===== src/rtl/mul_div_unit.sv =====
// Sequential signed 32x32 multiplier (radix-2 Booth) and 32/32 restoring divider.
// Results land in result_hi/result_lo on entry to DONE; done pulses for one cycle.
module mul_div_unit #(
    parameter int WIDTH = 32,
    parameter int CNT_W = 6
) (
    input  logic             Clock,
    input  logic             Reset,
    input  logic             start,
    input  logic             op,
    input  logic [WIDTH-1:0] operand_a,
    input  logic [WIDTH-1:0] operand_b,
    output logic             busy,
    output logic             done,
    output logic [WIDTH-1:0] result_hi,
    output logic [WIDTH-1:0] result_lo,
    output logic             div_by_zero
);

    typedef enum logic [2:0] {IDLE, MUL, DIV, FIXUP, DONE} state_t;
    state_t state, state_nx;

    // acc_a is A (Booth) or R (divide), one guard bit wide; m_reg is M or |B|
    logic [WIDTH:0]   acc_a;
    logic [WIDTH-1:0] acc_q;
    logic             q_m1;
    logic [WIDTH-1:0] m_reg;
    logic [CNT_W-1:0] cnt;
    logic             sign_q, sign_r;

    logic             last_iter, b_zero;
    logic [WIDTH-1:0] a_abs, b_abs;

    assign last_iter = (cnt == CNT_W'(1));
    assign b_zero    = (operand_b == '0);
    assign a_abs     = operand_a[WIDTH-1] ? -operand_a : operand_a;
    assign b_abs     = operand_b[WIDTH-1] ? -operand_b : operand_b;

    // Booth step: add/sub then arithmetic shift of {A,Q,q-1}
    logic [WIDTH:0]   m_ext, booth_sum, booth_a_nx;
    logic [WIDTH-1:0] booth_q_nx;

    assign m_ext = {m_reg[WIDTH-1], m_reg};

    always_comb begin
        booth_sum = acc_a;
        case ({acc_q[0], q_m1})
            2'b01:   booth_sum = acc_a + m_ext;
            2'b10:   booth_sum = acc_a - m_ext;
            default: booth_sum = acc_a;
        endcase
    end

    assign booth_a_nx = {booth_sum[WIDTH], booth_sum[WIDTH:1]};
    assign booth_q_nx = {booth_sum[0], acc_q[WIDTH-1:1]};

    // Restoring step on magnitudes; shifted remainder needs one extra bit
    logic [WIDTH:0]   div_shift, div_diff, div_r_nx;
    logic             div_ge;
    logic [WIDTH-1:0] div_q_nx;

    assign div_shift = {acc_a[WIDTH-1:0], acc_q[WIDTH-1]};
    assign div_ge    = (div_shift >= {1'b0, m_reg});
    assign div_diff  = div_shift - {1'b0, m_reg};
    assign div_r_nx  = div_ge ? div_diff : div_shift;
    assign div_q_nx  = {acc_q[WIDTH-2:0], div_ge};

    always_comb begin
        state_nx = state;
        case (state)
            IDLE:    if (start) state_nx = !op ? MUL : (b_zero ? DONE : DIV);
            MUL:     if (last_iter) state_nx = DONE;
            DIV:     if (last_iter) state_nx = FIXUP;
            FIXUP:   state_nx = DONE;
            DONE:    state_nx = IDLE;
            default: state_nx = IDLE;
        endcase
    end

    assign busy = (state != IDLE);
    assign done = (state == DONE);

    always_ff @(posedge Clock or negedge Reset) begin
        if (!Reset) begin
            state       <= IDLE;
            acc_a       <= '0;
            acc_q       <= '0;
            q_m1        <= 1'b0;
            m_reg       <= '0;
            cnt         <= '0;
            sign_q      <= 1'b0;
            sign_r      <= 1'b0;
            result_hi   <= '0;
            result_lo   <= '0;
            div_by_zero <= 1'b0;
        end else begin
            state <= state_nx;
            case (state)
                IDLE: if (start) begin
                    acc_a       <= '0;
                    acc_q       <= op ? a_abs : operand_b;
                    q_m1        <= 1'b0;
                    m_reg       <= op ? b_abs : operand_a;
                    cnt         <= CNT_W'(WIDTH);
                    sign_q      <= operand_a[WIDTH-1] ^ operand_b[WIDTH-1];
                    sign_r      <= operand_a[WIDTH-1];
                    div_by_zero <= op && b_zero;
                    if (op && b_zero) begin
                        result_hi <= operand_a;
                        result_lo <= '1;
                    end
                end
                MUL: begin
                    acc_a <= booth_a_nx;
                    acc_q <= booth_q_nx;
                    q_m1  <= acc_q[0];
                    cnt   <= cnt - 1'b1;
                    if (last_iter) begin
                        result_hi <= booth_a_nx[WIDTH-1:0];
                        result_lo <= booth_q_nx;
                    end
                end
                DIV: begin
                    acc_a <= div_r_nx;
                    acc_q <= div_q_nx;
                    cnt   <= cnt - 1'b1;
                end
                FIXUP: begin
                    result_lo <= sign_q ? -acc_q : acc_q;
                    result_hi <= sign_r ? -acc_a[WIDTH-1:0] : acc_a[WIDTH-1:0];
                end
                default: ;
            endcase
        end
    end

endmodule


===== config.mk =====
export PLATFORM = sky130hd
export DESIGN_NAME = mul_div_unit
export DESIGN_NICKNAME = d
export VERILOG_FILES = /design/src/rtl/mul_div_unit.sv
export SDC_FILE = /design/constraint.sdc
export NUM_CORES = 1
export LEC_CHECK = 0
export ABC_CLOCK_PERIOD_IN_PS = 7100
export CAP_MARGIN = 20
export CORE_MARGIN = 1
export CORE_UTILIZATION = 40
export CTS_CLUSTER_DIAMETER = 60
export DETAILED_ROUTE_END_ITERATION = 12
export SLEW_MARGIN = 20
export SYNTH_ARGS = -nofsm -noshare
export SYNTH_HDL_FRONTEND = slang
export SYNTH_SLANG_ARGS = --single-unit

===== constraint.sdc =====
create_clock -name Clock -period 7.1 [get_ports Clock]
set_clock_uncertainty 0.2 [all_clocks]
set_input_delay 1.065 -clock Clock [delete_from_list [all_inputs] [get_ports Clock]]
set_output_delay 1.065 -clock Clock [all_outputs]
set_load 0.005 [all_outputs]

Yosys cells after proc, flatten, opt, wreduce, memory -nomap -nowiden
Index checks and enable logic that the tools add are counted.
{"block": "classes", "add_sub_neg": 8, "mul": 0, "n_div": 0, "order_cmp": 1, "eq_ne": 11, "shift": 0, "n_mux": 30, "bitwise_logic": 1, "reduce_logical": 15}
{"cell": "32-bit 2-to-1 mux", "count": 13}
{"cell": "32-bit one-hot mux with 3 select lines", "count": 3}
{"cell": "32-bit negation", "count": 4}
{"cell": "33-bit one-hot mux with 3 select lines", "count": 1}
{"cell": "33-bit 2-to-1 mux", "count": 2}
{"cell": "33-bit one-hot mux with 2 select lines", "count": 1}
{"cell": "33-bit adder", "count": 1}
{"cell": "33-bit by 32-bit greater-or-equal comparator with 1-bit output", "count": 1}
{"cell": "33-bit by 32-bit subtractor with 33-bit output", "count": 1}
{"cell": "33-bit subtractor", "count": 1}
{"cell": "32-bit zero test", "count": 1}
{"cell": "3-bit 2-to-1 mux", "count": 5}
{"cell": "3-bit one-hot mux with 4 select lines", "count": 1}
{"cell": "6-bit one-hot mux with 2 select lines", "count": 1}
{"cell": "3-bit nonzero test", "count": 3}
{"cell": "2-bit inequality test (second input constant)", "count": 4}
{"cell": "2-bit AND reduction", "count": 4}
{"cell": "3-bit by 2-bit == test with 1-bit output (second input constant)", "count": 2}
{"cell": "6-bit by 1-bit == test with 1-bit output (second input constant)", "count": 1}
{"cell": "6-bit 2-to-1 mux", "count": 1}
{"cell": "6-bit by 1-bit subtractor with 6-bit output (second input constant)", "count": 1}
{"cell": "4-bit AND reduction", "count": 1}
{"cell": "2-bit nonzero test", "count": 2}
{"cell": "3-bit by 1-bit == test with 1-bit output (second input constant)", "count": 1}
{"cell": "10 further kinds", "count": 10}
{"block": "word_totals", "regBits": 174, "latchBits": 0, "ram_bits": 0, "mem_bits_ro": 0, "in_bits": 68, "out_inout_bits": 67, "word_cells": 77, "mem_count": 0}

Longest topological paths before layout
{"block": "depth", "ltp_word": 5, "depth_mapped": 18, "mapped_depth_nobuf": 17}

Worst setup path before layout
Ideal clock, no wire load.
{"block": "synth_timing", "kind": "flip-flop to flip-flop", "startpoint": "register m_reg[4]", "endpoint": "register acc_a[31]", "setup_time_ns": 0.136, "arrival_time_ns": 4.117, "required_time_ns": 6.764, "setup_slack_ns": 2.647, "path_stages_with_launch": 17, "path_buffers": 2, "period_less_slack_ns": 4.453, "cell_sequence": "dfrtp_1 -> or4_1 -> nor4_1 -> and2_1 -> clkbuf_1 -> a41oi_1 -> xnor2_1 -> ha_1 -> clkbuf_1 -> nand4_1 -> o21ba_2 -> a21oi_1 -> o21ai_0 -> a2111oi_0 -> nor4_1 -> a211oi_1 -> a31oi_1"}
{"block": "synth_between", "elab_chain_cells": 3, "elab_cells_between_ends": 7, "classes_between": "3 x add/sub; 1 x order compare; 3 x mux"}
{"element": "start, declared", "line_no": "27", "rtl": "logic [WIDTH-1:0] m_reg;"}
{"element": "start signal, assigned", "line_no": "103", "rtl": "m_reg <= op ? b_abs : operand_a;"}
{"element": "33-bit subtractor, or another cell as far along", "line_no": "49", "rtl": "2'b10: booth_sum = acc_a - m_ext;"}
{"element": "33-bit one-hot mux with 2 select lines or 33-bit 2-to-1 mux (tied branches)", "line_no": "47, 65"}
{"element": "33-bit one-hot mux with 3 select lines *", "line_no": "98", "rtl": "case (state)"}
{"element": "end signal, assigned", "line_no": "114", "rtl": "acc_a <= booth_a_nx;"}
{"element": "end signal, assigned", "line_no": "124", "rtl": "acc_a <= div_r_nx;"}
{"element": "end, declared", "line_no": "24", "rtl": "logic [WIDTH:0] acc_a;"}
Mark *: on every way between the ends. The rest lies on a longest branch, timed or not.
A chain may end at the register's enable or synchronous reset.

Final worst setup path
{"block": "layout_timing", "startpoint": "register m_reg[4]", "endpoint": "register result_hi[31]"}
{"block": "layout_between", "elab_chain_cells": 4, "elab_cells_between_ends": 5, "classes_between": "2 x add/sub; 3 x mux"}
{"element": "33-bit subtractor or 33-bit adder (tied branches)", "line_no": "49, 48"}
{"element": "33-bit one-hot mux with 2 select lines *", "line_no": "47", "rtl": "case ({acc_q[0], q_m1})"}
{"element": "32-bit 2-to-1 mux *", "line_no": "118", "rtl": "if (last_iter) begin"}
{"element": "32-bit one-hot mux with 3 select lines *", "line_no": "98"}
{"element": "end signal, assigned", "line_no": "109", "rtl": "result_hi <= operand_a;"}
{"element": "end signal, assigned", "line_no": "119", "rtl": "result_hi <= booth_a_nx[WIDTH-1:0];"}
{"element": "end signal, assigned", "line_no": "130", "rtl": "result_hi <= sign_r ? -acc_a[WIDTH-1:0] : acc_a[WIDTH-1:0];"}
{"element": "end, declared", "line_no": "15", "rtl": "output logic [WIDTH-1:0] result_hi,"}
Mark *: on every way between the ends. The rest lies on a longest branch, timed or not. The select of a mux whose other input is x is not followed.

==> results.ini <==
[floorplanning]
dieArea_um2=39800
num_io_pins=135
die_h_um=200
start_util_pct=41.0
dieWidth_um=200
core_um2=38000
core.rowCount=71

[layout]
final_cell_area_um2=17800
layout_common_cells=nor2_1 (220), nand2_1 (214), o21ai_0 (186)
n_fill_cell=3900
fin_nets=2212
final_common_cell=nor2_1
layout-drive-gt1-share_pct=4.13
area_growth_pct=14.0
regMostFlops=acc_a
largest_reg_flops=33

[job]
cap_viol_max_count=0

[yosys]
synthCells=2036
ys_seq_area_share_pct=27.9
synth_warnings=0
synth_top_area_cell=dfrtp_1
postSynthAreaPerCell_um2=7.67
synth_flop_cell=dfrtp_1
yosysTopAreaCellShare_pct=27.9
syn_area_um2=15600
syn_nets=2178
synth_area_leaders=dfrtp_1 (28%), o21ai_0 (6.0%), xnor2_1 (5.9%), ha_1 (5.8%), nor2_1 (5.3%)
synthArstFlopShare_pct=100
synth.distinct_cells=75
synth-seq-cells=174
synth-edff-count=0

[placed_design]
port_buffers=134
post-dp-hpwl_um=43100
globalplace.congestion=0.994
postPlaceCellArea_um2=17200
pre_cts_ws_ps=1620

[timing]
slew_violations=0
slew_headroom_pct=25.1
min_period_ps=5660
fmax_ghz=0.177
setup_ws_ps=1440
fin_tns_setup_ps=0
rsz0062_at_grt=false
setup_violations=0
hold_viol=0
hold_slack_ps=311
tightest_slew_ps=1120
period_share_pct=79.7

[clock_tree]
clk_pin_slew_ps=70
postCtsSetupBuffers=0
cts_tree=yes
h-tree-depth=4
holdBufCountCts=0
cts_buffers=17
cts_root_buffer=clkbuf_16
cts_sinks=174
cts-resized-gates=0
clkLatencyLatePin_ps=450
clockBufferDepth=2

[outcome]
status=finished clean

[drt]
ant_nets=0
avgRoutedWirePerCell_um=22.5
via_per_inst=6.21
totalWireLength_um=58400
via_count=16100
drt-pass1-iter-count=5
drt_iter0_drc=1585
drcViolationCount=0

[min_path]
hold_depth=2
min-delay-path-class=flip-flop to flip-flop

[global_route]
grt_use_total_pct=29.4
grt_antenna_before_repair=1
grt_remaining_overflow=0
grt_pass1_vias=15000
grt_max_degree=97
grt_pass1_wl_um=89300

[setup_path]
end_kind=flip-flop
cp-start-kind=flip-flop
worstPathMaxFanout=7
crit_type=flip-flop to flip-flop
ff2ff_path_depth=15
arrival_ps=5780
critPathRequiredTime_ps=7220

-- final timing paths --
kind / from / to / slack [ps]
worst max-delay path: m_reg[4]$_DFFE_PN0P_ / result_hi[31]$_DFFE_PN0P_ / 1440
max in group asynchronous: Reset / acc_a[18]$_DFFE_PN0P_ / 5070
worst min register to register: q_m1$_DFFE_PN0P_ / q_m1$_DFFE_PN0P_ / 310
min in group asynchronous: Reset / result_lo[3]$_DFFE_PN0P_ / 340
worst max register to register: m_reg[4]$_DFFE_PN0P_ / result_hi[31]$_DFFE_PN0P_ / 1440
worst min-delay path: q_m1$_DFFE_PN0P_ / q_m1$_DFFE_PN0P_ / 310
-- routing by layer --
| metal | track usage [%] | share of wire [%] | vias up |
|---|---|---|---|
| met1 | 40.5 | 45 | 7817 |
| li1 | - | - | 7485 |
| met2 | 46.3 | 45 | 698 |
| met3 | 4.00 | 6.9 | 115 |
| met4 | 11.3 | 3.8 | 0 |
| met5 | 0 | 0 | - |
-- synth_stat cells, drive strengths merged, types with 51 or more instances --
cell type and count:
nor2 222, nand2 216, o21ai 186, dfrtp 174
a21oi 164, clkbuf 120, xnor2 105, xor2 93
ha 72, a31oi 65, inv 65, a22oi 51
-- critical path: stages (launching register included) --
cell and delay [ps]:
dfrtp_1 420, or4_1 600, nor4_1 400, and2_1 420
a41oi_1 190, xnor2_1 160, ha_1 430, nand4_1 160
nor2_1 100, o21ai_0 150, a21oi_1 400, o21ai_0 320
a2111oi_0 970, nor4_1 140, a211oi_1 350, a31oi_1 140
-- cells by family after synthesis --
group | share of synthesized area (%)
AOI/OAI and AO/OA | 29.7
DFF | 27.9
and+or+nand+nor | 18.1
xor gates and xnor gates | 11.1
adders and majority gates | 6.03
buffers and inverters | 5.30
muxes | 1.85
-- cell type report --
type                            count  area (um^2)  share of cell area (%)
Clock buffer                       19          433                    2.43
Tap cell                          511          639                    3.59
Sequential cell                   174         4360                    24.5
Multi-Input combinational cell   1650        10500                    58.7
Inverter                           66          248                    1.39
Antenna cell                        1         2.50                  0.0141
Clock inverter                     12          123                   0.689
Timing Repair Buffer              161         1550                    8.68
-- metrics by stage --
step / utilization (%) / instances
global route: 46.8 / 2593
global placement: 45.3 / 2562
finish: 46.8 / 2594
detailed placement: 45.3 / 2562
CTS: 46.8 / 2593
floorplan: - / 2036
Power is left out: the tool's default activity adds up to more than one toggle a clock period on the data nets, which glitch-free logic cannot reach.
